$ cat config.mk
export PLATFORM = sky130hd
export DESIGN_NAME = mem_wb_stage
export DESIGN_NICKNAME = d
export VERILOG_FILES = /design/src/rtl/mem_wb_stage.sv
export SDC_FILE = /design/constraint.sdc
export NUM_CORES = 1
export LEC_CHECK = 0
export ABC_AREA = 1
export ABC_CLOCK_PERIOD_IN_PS = 1600
export CAP_MARGIN = 20
export CORE_MARGIN = 2
export CORE_UTILIZATION = 37
export DETAILED_ROUTE_END_ITERATION = 12
export MAX_ROUTING_LAYER = met4
export PLACE_DENSITY_LB_ADDON = 0.2
export SYNTH_ARGS = -nofsm -noshare
export SYNTH_HDL_FRONTEND = slang
export SYNTH_SLANG_ARGS = --single-unit
$ cat constraint.sdc
create_clock -name clk -period 1.6 [get_ports clk]
set_input_delay 0.48 -clock clk [delete_from_list [all_inputs] [get_ports clk]]
set_output_delay 0.48 -clock clk [all_outputs]
set_load 0.005 [all_outputs]
$ cat src/rtl/mem_wb_stage.sv
// MEM/WB pipeline stage: drives one data-memory access per load/store instruction,
// stalls upstream until ack or timeout, and registers the register-file writeback.
module mem_wb_stage #(
    parameter int unsigned TIMEOUT = 255
) (
    input  logic        clk,
    input  logic        rst_n,
    input  logic [15:0] alu_in,
    input  logic        we_in,
    input  logic [3:0]  dst_addr_in,
    input  logic        Mem_re_in,
    input  logic        Mem_we_in,
    input  logic [1:0]  Mem_sel_in,
    input  logic [15:0] d_addr_in,
    input  logic [15:0] wrt_data_in,
    input  logic [15:0] accel_data_in,
    output logic        dmem_req,
    output logic        dmem_wr,
    output logic [15:0] dmem_addr,
    output logic [15:0] dmem_wdata,
    input  logic        dmem_ack,
    input  logic [15:0] dmem_rdata,
    output logic        mem_stall,
    output logic        rf_we,
    output logic [3:0]  rf_dst_addr,
    output logic [15:0] rf_wdata,
    input  logic        err_clr,
    output logic        err_timeout
);

    typedef enum logic {IDLE, ACCESS} state_t;

    state_t      state;
    state_t      state_next;
    logic [7:0]  count;
    logic        access_in;
    logic        timeout_hit;
    logic        wb_enable;
    logic [15:0] wb_data;

    assign access_in   = Mem_re_in | Mem_we_in;
    assign timeout_hit = (state == ACCESS) && (count == 8'(TIMEOUT - 1)) && !dmem_ack;

    always_comb begin
        state_next = state;
        mem_stall  = 1'b0;
        case (state)
            IDLE: begin
                if (access_in) begin
                    state_next = ACCESS;
                    mem_stall  = 1'b1;
                end
            end
            ACCESS: begin
                if (dmem_ack || timeout_hit) begin
                    state_next = IDLE;
                end else begin
                    mem_stall = 1'b1;
                end
            end
            default: state_next = IDLE;
        endcase
        if (!rst_n) begin
            mem_stall = 1'b0;
        end
    end

    // A store that also asks for memory data has no read data to write back.
    assign wb_enable = we_in && !timeout_hit && !(Mem_we_in && (Mem_sel_in == 2'b01));

    always_comb begin
        case (Mem_sel_in)
            2'b01:   wb_data = dmem_rdata;
            2'b10:   wb_data = accel_data_in;
            default: wb_data = alu_in;
        endcase
    end

    always_ff @(posedge clk) begin
        if (!rst_n) begin
            state       <= IDLE;
            count       <= 8'd0;
            dmem_req    <= 1'b0;
            dmem_wr     <= 1'b0;
            dmem_addr   <= 16'd0;
            dmem_wdata  <= 16'd0;
            rf_we       <= 1'b0;
            rf_dst_addr <= 4'd0;
            rf_wdata    <= 16'd0;
            err_timeout <= 1'b0;
        end else begin
            state <= state_next;

            case (state)
                IDLE: begin
                    if (access_in) begin
                        dmem_req   <= 1'b1;
                        dmem_wr    <= Mem_we_in;
                        dmem_addr  <= d_addr_in;
                        dmem_wdata <= wrt_data_in;
                        count      <= 8'd0;
                    end
                end
                ACCESS: begin
                    if (dmem_ack || timeout_hit) begin
                        dmem_req <= 1'b0;
                        dmem_wr  <= 1'b0;
                    end else begin
                        count <= count + 8'd1;
                    end
                end
                default: ;
            endcase

            // Stalled edges insert a bubble so the held instruction writes only once.
            if (!mem_stall) begin
                rf_we       <= wb_enable;
                rf_dst_addr <= dst_addr_in;
                rf_wdata    <= wb_data;
            end else begin
                rf_we <= 1'b0;
            end

            if (timeout_hit) begin
                err_timeout <= 1'b1;
            end else if (err_clr) begin
                err_timeout <= 1'b0;
            end
        end
    end

endmodule

==> impl_metrics.json <==
{
  "status": "complete, but fails checks",
  "failed_checks": "negative setup slack",
  "ios": 150,
  "r2r-start": "count[1]",
  "grt_pass1_wl_mm": 14.3,
  "synth.lib_cells_used.distinct": 24,
  "endpoint_kind": "output pin",
  "seqCellArea_um2": 1330,
  "drt_pre_antenna_iters": 4,
  "seq_power_share_pct": 44.1,
  "grt_pass1_vias": 3210,
  "fmax_ghz": 0.544,
  "synth_top_family_by_area": "simple AND/OR/NAND/NOR gates",
  "worstSkewPairLatency_ns": 0.34,
  "tritoncts.num_buffers": 9,
  "critical_path_class": "flip-flop to output pin",
  "sw_frac_of_total_pct": 27.2,
  "synth_seq_cells": 65,
  "drc": 0,
  "hold_viol_final": 0,
  "fin_util_pct": 61.1,
  "num_vias": 3378,
  "switching_power_mw": 1.13,
  "clkSinkCount": 65,
  "routed_wire_length_per_instance_um": 12.5,
  "multi_input_comb_area_um2": 1560,
  "worst_slew_pin_slew_ns": 0.429,
  "synth_compound_gate_area_share_pct": 7.35,
  "chipWidth_um": 94.8,
  "antenna_violating_nets_post_route": 0,
  "hpwl_mm": 6.37,
  "place.detailed.instances": 692,
  "hold_path_depth": 3,
  "cell_internal_pwr_mw": 3.01,
  "cap_violations": 0,
  "clkTransAtPathRegs_ns": 0.07,
  "antennaDiodeCount": 0,
  "syn_to_final_growth_pct": 62.3,
  "routabilityCongestion": 0.835,
  "first_iter_violations": 116,
  "ys_warn_count": 0,
  "vdd.ir_drop.worst_mv": 0.477,
  "placedInstanceArea_um2": 4740,
  "synth_area_per_cell_um2": 6.90,
  "syn_std_cell_area_um2": 3050,
  "place_worst_setup_slack_ns": -0.670,
  "grtUsageTotal_pct": 20.6,
  "cts_hold_repair.buffers": 0,
  "n_fill_cell": 792,
  "reg2reg_depth": 10,
  "rows": 33,
  "timing_max_transition_violations_final": 0,
  "post_synthesis_net_count": 539,
  "p_comb_share_pct": 22.4,
  "worstSetupStartpointType": "flip-flop",
  "slew_headroom_pct": 71.4,
  "cts_tree": "yes",
  "synth_mux_area_share_pct": 0,
  "timing.clock.skew_ns": 0.0104,
  "design_power_total_mw": 4.13,
  "yosysSeqAreaShare_pct": 42.7,
  "synth_simple_gate_area_share_pct": 41.1,
  "timing.hold.worst_endpoint": "state",
  "clk_root_buffer_cell": "sky130_fd_sc_hd__clkbuf_8",
  "number_of_antenna_violations_at_the_first_check_in_global_routing": 0,
  "total_leakage_power_nw": 2.44,
  "worstHoldPathType": "primary input to flip-flop",
  "synth_adder_area_share_pct": 1.64,
  "power_density_nw_per_um2": 836,
  "nets": 698,
  "routed_via_density": 4.76,
  "grt-ovfl-total": 0,
  "crit-reg2reg-capture": "rf_wdata[7]",
  "placeableCoreArea_um2": 8090,
  "rsz0062_at_grt": "yes",
  "timing.final.crit_share_pct": 115,
  "worst-endpoint-arrival_ns": 1.36,
  "die-area_um2": 8980,
  "drt-total-wl_mm": 8.86,
  "final_design_area_no_fill_um2": 4950,
  "post-route-min-period_ns": 1.84,
  "r2r_slack_ns": -0.07,
  "grt_start_max_net_pins": 63,
  "clk_path_buf_depth": 2,
  "final_cells": 710,
  "hold_path_startpoint": "rst_n",
  "clockPowerShare_pct": 33.5,
  "post_route_cells_drive_above_1_share_pct": 15.5,
  "fin_ws_ns": -0.238,
  "initial_core_utilization_pct": 37.7,
  "fp.dieH_um": 94.8,
  "portBuffers": 149,
  "synth_xor_xnor_area_share_pct": 0,
  "cp_max_fo": 2,
  "critical_path_required_ns": 1.12,
  "timing.final.setup_violations": 30,
  "synthesis.instances": 442,
  "htree_levels": 3
}
[cells in the mapped netlist]
cell	count	share of area (%)
sky130_fd_sc_hd__nor2_4	1	0.37
sky130_fd_sc_hd__ha_1	4	1.6
sky130_fd_sc_hd__buf_6	4	1.5
sky130_fd_sc_hd__o21ai_1	7	1.1
sky130_fd_sc_hd__dfxtp_1	65	43
sky130_fd_sc_hd__nor2_1	78	9.6
sky130_fd_sc_hd__nor3_1	1	0.16
sky130_fd_sc_hd__buf_2	15	2.5
sky130_fd_sc_hd__o21ai_2	1	0.29
sky130_fd_sc_hd__inv_2	2	0.25
sky130_fd_sc_hd__o21bai_1	1	0.25
sky130_fd_sc_hd__a21oi_1	6	0.99
sky130_fd_sc_hd__nand4_1	27	5.5
sky130_fd_sc_hd__nand3_2	11	3.6
sky130_fd_sc_hd__buf_4	1	0.25
sky130_fd_sc_hd__inv_1	10	1.2
sky130_fd_sc_hd__nand3_1	21	3.4
sky130_fd_sc_hd__clkbuf_1	12	1.5
sky130_fd_sc_hd__buf_1	1	0.12
sky130_fd_sc_hd__a22oi_1	1	0.25
sky130_fd_sc_hd__nand2_2	3	0.62
sky130_fd_sc_hd__nor2_2	1	0.21
sky130_fd_sc_hd__o21ai_0	27	4.4
sky130_fd_sc_hd__nand2_1	142	17
[worst max-delay path, cell delays in order, from the launching register on]
cell and delay [ns]:
sky130_fd_sc_hd__dfxtp_2 0.33, sky130_fd_sc_hd__inv_2 0.05, sky130_fd_sc_hd__ha_4 0.15, sky130_fd_sc_hd__nand2_4 0.06
sky130_fd_sc_hd__nor2_4 0.04, sky130_fd_sc_hd__nand2_2 0.06, sky130_fd_sc_hd__nand3_2 0.07, sky130_fd_sc_hd__a21oi_2 0.14
sky130_fd_sc_hd__buf_2 0.12
[kinds of logic (layout without fill, tap and decap cells)]
logic type / count (synthesis) / in the layout
buffers and inverters: 45 / 208
AOI/OAI and AO/OA: 43 / 43
adders and majority gates: 4 / 4
and+or+nand+nor: 285 / 285
DFF: 65 / 65
[through the flow]
step,setup TNS (ns),hold WS [ns]
floorplan,-0.0132,0.450
global placement,-37.43,0.448
detailed placement,-40.21,0.453
CTS,-1.29,0.436
global route,-5.70,0.448
finish,-1.49,0.441
[flip-flops by register name, summed over array words and instances (netlist names)]
signal and flops:
dmem_addr 16, dmem_wdata 16, rf_wdata 16, count 8
rf_dst_addr 4, dmem_req 1, dmem_wr 1, err_timeout 1
rf_we 1, state 1
[cells in the final DEF (no fill, tap or decap), drive strengths merged]
cell / instances
nor3: 1
clkinvlp: 1
ha: 4
inv: 12
nand4: 27
clkbuf: 10
clkinv: 3
buf: 34
dfxtp: 65
nand3: 32
nand2: 145
a21oi: 6
a22oi: 1
bufinv: 1
dlygate4sd2: 59
o21bai: 1
o21ai: 35
nor2: 80
clkdlybuf4s50: 88
[cell type report]
type	count	share of cell area (%)
Clock buffer	10	2.78
Multi-Input combinational cell	332	31.6
Timing Repair Buffer	181	34.1
Clock inverter	5	1.14
Inverter	12	0.911
Tap cell	105	2.66
Sequential cell	65	26.8
[worst max-delay path by stage]
stage          depth (start not counted)  startpoint      endpoint  slack, ns
5_1_grt                                8    count[0]     mem_stall      -0.32
2_1_floorplan                          8    count[0]     mem_stall      -0.01
6_report                               8    count[0]     mem_stall      -0.24
3_3_place_gp                           7   Mem_re_in  rf_wdata[14]      -0.61
3_5_place_dp                           5    dmem_ack     mem_stall      -0.67
4_1_cts                                8    count[0]     mem_stall      -0.27
[metal layers]
metal	up-vias	GRT usage [%]	wire length (µm)
li1	1748	-	-
met3	12	5.03	553
met1	1522	23.2	3740
met5	-	-	0
met4	0	7.49	97
met2	96	35.6	4480
[power groups by stage]
stage          Clock, mW  Combinational [mW]  Sequential [mW]
2_1_floorplan          0               0.405             1.86
3_3_place_gp           0               0.987             1.85
3_5_place_dp           0                1.00             1.86
4_1_cts             1.42               0.935             1.82
5_1_grt             1.50                1.03             1.84
6_report            1.39               0.928             1.82
[timing repair]
action,CTS,global route
buffers inserted,3,1
setup endpoints to repair,120,30
gates resized for setup,94,0
pin swaps,5,1
hold endpoints to repair,0,0
Power figures use the tool's default switching activity.
